### src/rtl/i2s_tx_pkg.sv
// Shared audio constants for the I2S transmitter and its neighbours (clkdiv, synth core).
//   SAMPLE_WIDTH  : PCM sample width in bits
//   I2S_SLOT      : sclk bit slots per channel
//   I2S_SCLK_HALF : clk cycles per sclk half-period
//   LRCK_LEFT     : lrck level that selects the left channel
//   i2s_state_e   : transmitter framing state
package i2s_tx_pkg;

    localparam int unsigned SAMPLE_WIDTH  = 16;
    localparam int unsigned I2S_SLOT      = 32;
    localparam int unsigned I2S_SCLK_HALF = 4;
    localparam logic        LRCK_LEFT     = 1'b0;

    typedef enum logic {
        IDLE = 1'b0,
        RUN  = 1'b1
    } i2s_state_e;

endpackage

### src/rtl/i2s_tx_shifter.sv
// I2S bit engine: phase/slot counters, sclk generation and MSB-first shift register.
//   clk, rst       : system clock, synchronous active-high reset
//   load_i         : restart a channel slot sequence with load_data_i
//   load_data_i    : sample to serialise for the channel being started
//   run_i          : 1 = keep clocking bits, 0 = hold sclk/sdin low
//   sclk_o, sdin_o : registered I2S bit clock and data
//   last_slot_c_o  : slot counter is on the final slot of the channel
//   wrap_c_o       : final slot is ending this cycle (slot about to roll over)
module i2s_tx_shifter
    import i2s_tx_pkg::*;
#(
    parameter int unsigned WIDTH     = SAMPLE_WIDTH,
    parameter int unsigned SLOT      = I2S_SLOT,
    parameter int unsigned SCLK_HALF = I2S_SCLK_HALF
) (
    input  logic             clk,
    input  logic             rst,
    input  logic             load_i,
    input  logic [WIDTH-1:0] load_data_i,
    input  logic             run_i,
    output logic             sclk_o,
    output logic             sdin_o,
    output logic             last_slot_c_o,
    output logic             wrap_c_o
);

    localparam int unsigned PH_W = $clog2(2 * SCLK_HALF);
    localparam int unsigned SL_W = $clog2(SLOT);

    logic [PH_W-1:0]  phase_q, phase_d;
    logic [SL_W-1:0]  slot_q, slot_d;
    logic [WIDTH-1:0] shift_q, shift_d;
    logic             sclk_q, sclk_d;
    logic             sdin_q, sdin_d;
    logic             phase_end;

    assign phase_end     = (phase_q == PH_W'(2 * SCLK_HALF - 1));
    assign last_slot_c_o = (slot_q == SL_W'(SLOT - 1));
    assign wrap_c_o      = last_slot_c_o && phase_end;
    assign sclk_o        = sclk_q;
    assign sdin_o        = sdin_q;

    // Slot 0 carries the one-bit I2S delay; zeros shifted in pad the slots past the LSB.
    always_comb begin
        phase_d = phase_q;
        slot_d  = slot_q;
        shift_d = shift_q;
        sclk_d  = sclk_q;
        sdin_d  = sdin_q;
        if (load_i) begin
            phase_d = '0;
            slot_d  = '0;
            shift_d = load_data_i;
            sclk_d  = 1'b0;
            sdin_d  = 1'b0;
        end else if (!run_i) begin
            phase_d = '0;
            slot_d  = '0;
            sclk_d  = 1'b0;
            sdin_d  = 1'b0;
        end else if (phase_end) begin
            phase_d = '0;
            slot_d  = last_slot_c_o ? '0 : slot_q + SL_W'(1);
            sclk_d  = 1'b0;
            sdin_d  = shift_q[WIDTH-1];
            shift_d = shift_q << 1;
        end else begin
            phase_d = phase_q + PH_W'(1);
            if (phase_q == PH_W'(SCLK_HALF - 1)) begin
                sclk_d = 1'b1;
            end
        end
    end

    always_ff @(posedge clk) begin
        if (rst) begin
            phase_q <= '0;
            slot_q  <= '0;
            shift_q <= '0;
            sclk_q  <= 1'b0;
            sdin_q  <= 1'b0;
        end else begin
            phase_q <= phase_d;
            slot_q  <= slot_d;
            shift_q <= shift_d;
            sclk_q  <= sclk_d;
            sdin_q  <= sdin_d;
        end
    end

endmodule

### src/rtl/i2s_tx.sv
// I2S transmitter: frames stereo PCM pairs onto sclk/sdin aligned to an external lrck.
//   clk, rst          : system clock, synchronous active-high reset
//   lrck              : word clock from clkdiv (0 = left, 1 = right)
//   s_left, s_right   : PCM pair, two's complement
//   s_valid, s_ready  : pair handshake into a one-entry buffer
//   sclk, sdin        : I2S bit clock and serial data
//   lrck_out          : lrck re-timed to line up with sclk/sdin
//   underrun          : pulse when a frame starts with no pair buffered
//   sync_err          : pulse when an lrck edge arrives early or goes missing
module i2s_tx
    import i2s_tx_pkg::*;
#(
    parameter int unsigned WIDTH     = SAMPLE_WIDTH,
    parameter int unsigned SLOT      = I2S_SLOT,
    parameter int unsigned SCLK_HALF = I2S_SCLK_HALF
) (
    input  logic             clk,
    input  logic             rst,
    input  logic             lrck,
    input  logic [WIDTH-1:0] s_left,
    input  logic [WIDTH-1:0] s_right,
    input  logic             s_valid,
    output logic             s_ready,
    output logic             sclk,
    output logic             sdin,
    output logic             lrck_out,
    output logic             underrun,
    output logic             sync_err
);

    i2s_state_e       state_q, state_d;
    logic             lrck_q;
    logic [WIDTH-1:0] buf_left_q, buf_left_d, buf_right_q, buf_right_d;
    logic             buf_full_q, buf_full_d;
    logic [WIDTH-1:0] act_left_q, act_left_d, act_right_q, act_right_d;
    logic             s_ready_q, s_ready_d;
    logic             lrck_out_q, lrck_out_d;
    logic             underrun_q, underrun_d;
    logic             sync_err_q, sync_err_d;

    logic             lrck_edge, lrck_fall;
    logic             load, run;
    logic [WIDTH-1:0] load_data;
    logic             last_slot, wrap;

    assign lrck_edge = lrck ^ lrck_q;
    assign lrck_fall = lrck_edge && (lrck == LRCK_LEFT);

    assign s_ready  = s_ready_q;
    assign lrck_out = lrck_out_q;
    assign underrun = underrun_q;
    assign sync_err = sync_err_q;

    // Framing FSM, frame-start buffer transfer and handshake.
    always_comb begin
        state_d     = state_q;
        lrck_out_d  = lrck_out_q;
        buf_left_d  = buf_left_q;
        buf_right_d = buf_right_q;
        buf_full_d  = buf_full_q;
        act_left_d  = act_left_q;
        act_right_d = act_right_q;
        underrun_d  = 1'b0;
        sync_err_d  = 1'b0;
        load        = 1'b0;

        case (state_q)
            IDLE: begin
                lrck_out_d = lrck;
                if (lrck_fall) begin
                    state_d = RUN;
                    load    = 1'b1;
                end
            end
            RUN: begin
                if (lrck_edge) begin
                    // Any edge realigns; only one landing outside the last slot is an error.
                    load       = 1'b1;
                    lrck_out_d = lrck;
                    sync_err_d = ~last_slot;
                end else if (wrap) begin
                    sync_err_d = 1'b1;
                    state_d    = IDLE;
                end
            end
        endcase

        if (load && lrck_fall) begin
            if (buf_full_q) begin
                act_left_d  = buf_left_q;
                act_right_d = buf_right_q;
                buf_full_d  = 1'b0;
            end else begin
                act_left_d  = '0;
                act_right_d = '0;
                underrun_d  = 1'b1;
            end
        end

        // s_ready_q is only high with the buffer empty, so this never collides with a transfer.
        if (s_valid && s_ready_q) begin
            buf_left_d  = s_left;
            buf_right_d = s_right;
            buf_full_d  = 1'b1;
        end

        s_ready_d = ~buf_full_d;
        run       = (state_d == RUN);
        // A left channel starts from the pair being transferred on this same edge.
        load_data = lrck_fall ? act_left_d : act_right_q;
    end

    always_ff @(posedge clk) begin
        lrck_q <= lrck;
        if (rst) begin
            state_q     <= IDLE;
            buf_left_q  <= '0;
            buf_right_q <= '0;
            buf_full_q  <= 1'b0;
            act_left_q  <= '0;
            act_right_q <= '0;
            s_ready_q   <= 1'b0;
            lrck_out_q  <= 1'b0;
            underrun_q  <= 1'b0;
            sync_err_q  <= 1'b0;
        end else begin
            state_q     <= state_d;
            buf_left_q  <= buf_left_d;
            buf_right_q <= buf_right_d;
            buf_full_q  <= buf_full_d;
            act_left_q  <= act_left_d;
            act_right_q <= act_right_d;
            s_ready_q   <= s_ready_d;
            lrck_out_q  <= lrck_out_d;
            underrun_q  <= underrun_d;
            sync_err_q  <= sync_err_d;
        end
    end

    i2s_tx_shifter #(
        .WIDTH    (WIDTH),
        .SLOT     (SLOT),
        .SCLK_HALF(SCLK_HALF)
    ) u_shifter (
        .clk          (clk),
        .rst          (rst),
        .load_i       (load),
        .load_data_i  (load_data),
        .run_i        (run),
        .sclk_o       (sclk),
        .sdin_o       (sdin),
        .last_slot_c_o(last_slot),
        .wrap_c_o     (wrap)
    );

endmodule
### config.mk
export PLATFORM = sky130hd
export DESIGN_NAME = i2s_tx
export DESIGN_NICKNAME = d
export VERILOG_FILES = /design/src/rtl/i2s_tx_pkg.sv /design/src/rtl/i2s_tx_shifter.sv /design/src/rtl/i2s_tx.sv
export SDC_FILE = /design/constraint.sdc
export NUM_CORES = 1
export LEC_CHECK = 0
export ABC_AREA = 1
export CAP_MARGIN = 20
export CORE_MARGIN = 1.5
export CORE_UTILIZATION = 30
export DETAILED_ROUTE_END_ITERATION = 10
export DONT_BUFFER_PORTS = 1
export PLACE_DENSITY_LB_ADDON = 0.25
export SYNTH_ARGS = -nofsm -noshare
export SYNTH_HDL_FRONTEND = slang
export SYNTH_SLANG_ARGS = --single-unit
### constraint.sdc
create_clock -name clk -period 1.66 [get_ports clk]
set_input_delay 0.332 -clock clk [delete_from_list [all_inputs] [get_ports clk]]
set_output_delay 0.332 -clock clk [all_outputs]
set_load 0.02 [all_outputs]
==> results of run 1 <==
cell type report:
type                    count  area, sq um
well taps                 180          225
fillers                  1458         8890
clock buffers              11          233
inverters                  64          245
multi-input cells         390         1970
flip-flops and latches     97         1940
repair buffers             28          338
clock inverters             5         80.1
power groups by stage:
stage / clock (mW) / sequential, mW / combinational, mW
2_1_floorplan: 0 / 2.54 / 0.450
3_3_place_gp: 0 / 2.54 / 0.550
3_5_place_dp: 0 / 2.55 / 0.563
4_1_cts: 2.23 / 2.50 / 0.569
5_1_grt: 2.35 / 2.51 / 0.686
6_report: 2.18 / 2.50 / 0.606
sequential cells by signal, indices dropped and copies added (netlist names):
signal             count
underrun               1
lrck_q                 1
u_shifter.sclk_o       1
u_shifter.shift_q     16
act_left_q            16
u_shifter.phase_q      3
act_right_q           16
buf_left_q            16
sync_err               1
buf_right_q           16
u_shifter.sdin_o       1
buf_full_q             1
s_ready                1
u_shifter.slot_q       5
state_q                1
lrck_out               1
synthesized netlist by cell type, drive strengths merged:
| master | n | area (sq um) |
|---|---|---|
| a211oi | 6 | 45.0 |
| a21boi | 1 | 7.51 |
| a21oi | 64 | 377 |
| a31oi | 1 | 6.26 |
| buf | 25 | 150 |
| clkbuf | 13 | 48.8 |
| dfxtp | 97 | 1940 |
| ha | 6 | 75.1 |
| inv | 64 | 245 |
| nand2 | 106 | 430 |
| nand3 | 44 | 220 |
| nand4 | 1 | 6.26 |
| nor2 | 112 | 470 |
| nor3 | 4 | 31.3 |
| o211ai | 1 | 7.51 |
| o21ai | 43 | 215 |
| xor2 | 1 | 8.76 |
cells in the final DEF (no fill, tap or decap):
cell type / synthesis / final
nand2_1: 101 / 96
nor2_1: 96 / 95
dfxtp_1: 97 / 95
inv_1: 60 / 60
a21oi_1: 49 / 48
o21ai_0: 43 / 43
nand3_1: 44 / 43
buf_4: 3 / 16
a21oi_2: 15 / 15
nor2_2: 14 / 13
clkbuf_16: 0 / 11
a211oi_1: 6 / 6
buf_12: 0 / 6
nand2_2: 1 / 5
nand2_4: 4 / 5
nor2_4: 2 / 4
inv_2: 3 / 3
ha_1: 6 / 3
nor3_2: 0 / 2
ha_2: 0 / 2
clkbuf_1: 13 / 2
bufinv_16: 0 / 2
clkinvlp_4: 0 / 2
buf_6: 4 / 2
dfxtp_2: 0 / 2
inv_6: 1 / 1
a21oi_4: 0 / 1
a21boi_0: 1 / 1
nand4_1: 1 / 1
nor3_1: 3 / 1
a31oi_1: 1 / 1
nor3_4: 1 / 1
xor2_1: 1 / 1
nand3_2: 0 / 1
o211ai_1: 1 / 1
ha_4: 0 / 1
clkinv_2: 0 / 1
dlygate4sd3_1: 0 / 1
buf_8: 0 / 1
path summary, 6_finish.rpt:
| kind | slack, ns | cells after the start | startpoint | to |
|---|---|---|---|---|
| setup / recovery | -0.04 | 13 | u_shifter.slot_q[1] | u_shifter.shift_q[5] |
| hold / removal | 0.07 | 1 | rst | act_left_q[15] |
| setup reg to reg | -0.04 | 13 | u_shifter.slot_q[1] | u_shifter.shift_q[5] |
| hold reg to reg | 0.43 | 1 | u_shifter.phase_q[0] | u_shifter.phase_q[0] |
metrics by stage:
step | instances | setup TNS [ns] | power [mW] | hold slack (ns)
final | 775 | -0.324 | 5.28 | 0.0736
after global routing | 775 | -1.90 | 5.54 | 0.0563
after floorplan | 589 | 0 | 2.99 | 0.360
after detailed placement | 753 | -0.155 | 3.11 | 0.360
after CTS | 769 | 0 | 5.29 | 0.000825
after global placement | 753 | -0.0391 | 3.09 | 0.360
cell families after synthesis:
family	Yosys count
AOI/OAI and AO/OA	116
buffers and inverters	102
DFF	97
adders and majority gates	6
and+or+nand+nor	267
xor gates and xnor gates	1
timing repair:
| action | in CTS | in global routing |
|---|---|---|
| endpoints found under the setup margin | 24 | 26 |
| gates resized for setup | 5 | 18 |
| hold buffers | 0 | 1 |
| gates cloned | 0 | 3 |
| hold endpoints to repair | 0 | 1 |
| setup buffers | 0 | 2 |
| pin swaps | 1 | 14 |
routing by layer:
layer | up-vias | part of all wire (%)
met3 | 10 | 1.9
li1 | 1868 | -
met5 | - | 0
met4 | 0 | 1.5
met2 | 49 | 48
met1 | 1609 | 49
==> results_dict.tcl, run 1 <==
set metrics [dict create \
    yosys.area_share.simple_pct 27.0 \
    synthMuxAreaShare_pct 0 \
    seq_area_frac_synth_pct 45.3 \
    synth_adder_area_share_pct 1.75 \
    min_period_ns 1.70 \
    ys_ff_latch 97 \
    root_buffer "clkbuf_16" \
    gp_congestion 0.776 \
    antenna_found_initial 0 \
    cts_tree "done" \
    core_area_sq_um 13900 \
    fin_ws_ns -0.0360 \
    finalMaxSlewViolations 0 \
    syn_avg_cell_area_sq_um 7.28 \
    pin_count 42 \
    grt_use_met3_pct 1.58 \
    grt_pass1_vias 3357 \
    maxSlewHeadroom_pct 79.3 \
    avgRoutedWirePerCell_um 12.1 \
    seqPwrFrac_pct 47.2 \
    synth_nets 631 \
    drv_cap 0 \
    finalNetCount 632 \
    grt_usage_pct 13.1 \
    cts_num_sinks 97 \
    num_rows 43 \
    cp.buffers_inverters 2 \
    path_cells "ha_4 -> nand2_2 -> nor2_2 -> ha_2 -> nand2_2 -> nor2_4 -> nor2_4 -> nand2_4 -> clkbuf_16 -> nor2_2 -> nand2_1 -> nand2_1 -> inv_1" \
    yosys_warnings 0 \
    port-buffer-count 0 \
    synth_top_family_by_area "simple AND/OR/NAND/NOR gates" \
    path_max_fanout 7 \
    cp_top_family "simple AND/OR/NAND/NOR gates" \
    crit_path_max_incr_delay_ns 0.36 \
    gr-usage-met1_pct 16.7 \
    cp-start-kind "register" \
    swShare_pct 24.3 \
    status "finished, violations left" \
    ant_nets 0 \
    numCtsBuffers 9 \
    synth_compound_area_share_pct 15.4 \
    synthCells 589 \
    tightest_slew_ns 0.310 \
    routed_via_density 4.56 \
    synth_xor_area_share_pct 0.204 \
    crit_arrival_ns 1.99 \
    drt_iter0_markers 168 \
    power.density_nw_per_um2 1050 \
    initial_core_util_pct 30.8 \
    first_pass_iters 6 \
    p_leak_nw 2.07 \
    htreeDepth 3 \
    die_area_sq_um 15000 \
    clock_skew_ns 0.00821 \
    final_cell_area_sq_um 5040 \
    grt_pass1_wl_mm 15.5 \
    crit_required_ns 1.95 \
    drc 0 \
    p_int_mw 4.00 \
    antenna_cells 0 \
    fmax_ghz 0.590 \
    failed_checks "setup timing" \
    clkPwrFrac_pct 41.3 \
    rsz0062_at_grt "true" \
    use_met2_pct 22.0 \
    ir_worst_vdd_uv 462 \
    critPathSlowestCell "dfxtp_2" \
    endpoint_kind "register" \
    grt_remaining_overflow 0 \
    vias 3536 \
    die_width_um 123 \
    clockBufferDepth 2 \
    die_h_um 123 \
    grt_max_degree 44 \
    min_path_type "in -> reg" \
    place_hpwl_mm 6.40 \
    area_growth_pct 17.6 \
    wl_mm 9.41 \
    clk_pin_slew_worst_paths_ns 0.06 \
    placed_cell_area_sq_um 4550 \
    insertion_delay_ns 0.34 \
    drive_above_1_share_pct 16.3 \
    syn_area_sq_um 4290 \
    setup_viol 15 \
    criticalPathCategory "reg -> reg" \
    ys_types 28 \
    utilization_pct 36.2 \
    grt_busiest_layer "met2" \
    min_period_over_period_pct 102 \
    p_sw_mw 1.29 \
    place_ws_ns -0.0338 \
    comb_power_share_pct 11.5 \
    finalHoldViolCount 0 \
]
(Power assumes the default switching activity.)
==> run 2, diff against run 1 <==
MAX_ROUTING_LAYER = met4   (was unset)
==> run 2 against run 1 <==
  * The run still ends with setup timing left
  * Critical path depth stayed put
  * Sequential cell count stayed put
  * Final cell count stayed put
  * Cell area stayed put
  * Worst hold slack better by 0.0037 ns
  * Power is 0.32% lower
  * Global-route usage is 0.40 points higher
  * Non-clock buffer count stayed put
  * Combinational power hardly changed
  * Die area stayed put
  * Largest cell class unchanged
  * Largest power group unchanged
==> results_dict.tcl, run 2 (synthesis gave the netlist of run 1 again) <==
set metrics [dict create \
    vias 3530 \
    path_cells "ha_4 -> nand2_2 -> nor2_2 -> ha_2 -> nand2_2 -> nor2_4 -> nor2_4 -> nand2_4 -> clkbuf_16 -> nor2_2 -> nand2_1 -> nand2_1 -> inv_1" \
    port-buffer-count 0 \
    swShare_pct 24.1 \
    min_from "rst" \
    fin_ws_ns -0.0351 \
    min_period_over_period_pct 102 \
    min_period_ns 1.70 \
    p_leak_nw 2.07 \
    finalMaxSlewViolations 0 \
    finalNetCount 632 \
    cts_num_sinks 97 \
    grt_pass1_wl_mm 15.6 \
    setup_viol 15 \
    place_hpwl_mm 6.40 \
    initial_core_util_pct 30.8 \
    power.density_nw_per_um2 1050 \
    grt_remaining_overflow 0 \
    r2r.worst_path.cells 13 \
    insertion_delay_ns 0.34 \
    clockBufferDepth 2 \
    numCtsBuffers 9 \
    grt_pass1_vias 3348 \
    grt_usage_pct 13.5 \
    crit_path_max_incr_delay_ns 0.36 \
    crit_arrival_ns 1.98 \
    cts_tree "done" \
    r2r_slack_ns -0.04 \
    failed_checks "setup timing" \
    crit_required_ns 1.95 \
    criticalPathCategory "reg -> reg" \
    total_power_mw 5.27 \
    area_growth_pct 17.6 \
    min_to "act_left_q[15]" \
    final_common_cell "nand2_1" \
    wl_mm 9.39 \
    die_h_um 123 \
    comb_power_share_pct 11.5 \
    finalHoldViolCount 0 \
    min_path_type "in -> reg" \
    mostFrequentLayoutCells "nand2_1 (96), nor2_1 (95), dfxtp_1 (95)" \
    rsz0062_at_grt "true" \
    ir_worst_vdd_uv 457 \
    grt_max_degree 44 \
    worstReg2RegStart "u_shifter.slot_q[1]" \
    root_buffer "clkbuf_16" \
    fmax_ghz 0.590 \
    antenna_found_initial 0 \
    path_max_fanout 7 \
    core_area_sq_um 13900 \
    whs_path_depth 1 \
    placed_cell_area_sq_um 4550 \
    clkPwrFrac_pct 41.1 \
    p_int_mw 4.00 \
    p_sw_mw 1.27 \
    r2r_end "u_shifter.shift_q[5]" \
    avgRoutedWirePerCell_um 12.1 \
    die_width_um 123 \
    final_cell_area_sq_um 5040 \
    seqPwrFrac_pct 47.4 \
    routed_via_density 4.55 \
    drive_above_1_share_pct 16.3 \
    drv_cap 0 \
    drt_iter0_markers 175 \
    first_pass_iters 6 \
    place_inst 753 \
    critPathSlowestCell "dfxtp_2" \
    num_rows 43 \
    layout.cells.non_filler 775 \
    drc 0 \
    die_area_sq_um 15000 \
    pin_count 42 \
    setup_tns_ns -0.300 \
    status "finished, violations left" \
    place_ws_ns -0.0338 \
    clk_pin_slew_worst_paths_ns 0.06 \
    maxSlewHeadroom_pct 79.3 \
    cp-start-kind "register" \
    ant_nets 0 \
    htreeDepth 3 \
    gp_congestion 0.787 \
    endpoint_kind "register" \
    clock_skew_ns 0.00805 \
    antenna_cells 0 \
    tightest_slew_ns 0.310 \
]
[run 2: cell counts in the layout (fill, tap and decap cells not counted)]
No cell type changed its count.
[run 2: stage by stage]
stage | hold WS, ns | util [%]
finish | 0.0773 | 36.2
global route | 0.0522 | 36.2
CTS | 0.000825 | 35.0
detailed placement | 0.360 | 32.7
global placement | 0.360 | 32.7
floorplan | 0.360 | -
[run 2: repair_timing]
| action | CTS | global route |
|---|---|---|
| pin swaps | 1 | 14 |
| endpoints found under the setup margin | 24 | 26 |
| buffers inserted | 0 | 2 |
| hold endpoints to repair | 0 | 1 |
| gates resized for setup | 5 | 18 |
| cloned | 0 | 3 |
| hold buffers | 0 | 1 |
[run 2: how the worst max path moves through the flow]
stage / from / end / slack [ns] / cells after the start
6_report: u_shifter.slot_q[1] / u_shifter.shift_q[5] / -0.04 / 13
5_1_grt: u_shifter.slot_q[1] / u_shifter.shift_q[14] / -0.13 / 13
4_1_cts: u_shifter.slot_q[0] / u_shifter.shift_q[14] / 0.006 / 12
3_5_place_dp: u_shifter.slot_q[0] / u_shifter.shift_q[8] / -0.03 / 13
3_3_place_gp: lrck / u_shifter.shift_q[8] / -0.02 / 12
2_1_floorplan: u_shifter.phase_q[0] / u_shifter.shift_q[1] / 0.08 / 12
[run 2: cell type report]
class | count | area (sq um)
clock buffers | 11 | 233
clock inverters | 5 | 80.1
fillers | 1458 | 8890
inverters | 64 | 245
multi-input cells | 390 | 1970
flip-flops and latches | 97 | 1940
well taps | 180 | 225
repair buffers | 28 | 338
[run 2: routing by layer]
metal / routed length (um) / part of all wire (%) / vias to the layer above / track usage [%]
met3: 185 / 2.0 / 11 / 2.42
met5: 0 / 0 / - / -
met1: 4560 / 49 / 1606 / 16.7
li1: - / - / 1870 / -
met2: 4520 / 48 / 43 / 22.1
met4: 121 / 1.3 / 0 / 5.23
[run 2: worst max-delay path: cells and delay by family (launching register included)]
family / cells / cell delay, ns
simple gates: 9 / 0.72
buf+inv: 2 / 0.22
fa+ha+maj: 2 / 0.34
flops: 1 / 0.36
[run 2: power groups by stage]
stage               combinational, mW  clock, mW  sequential (mW)
floorplan                       0.450          0             2.54
global placement                0.550          0             2.54
detailed placement              0.563          0             2.55
CTS                             0.569       2.23             2.50
global route                    0.686       2.35             2.51
finish                          0.605       2.17             2.50
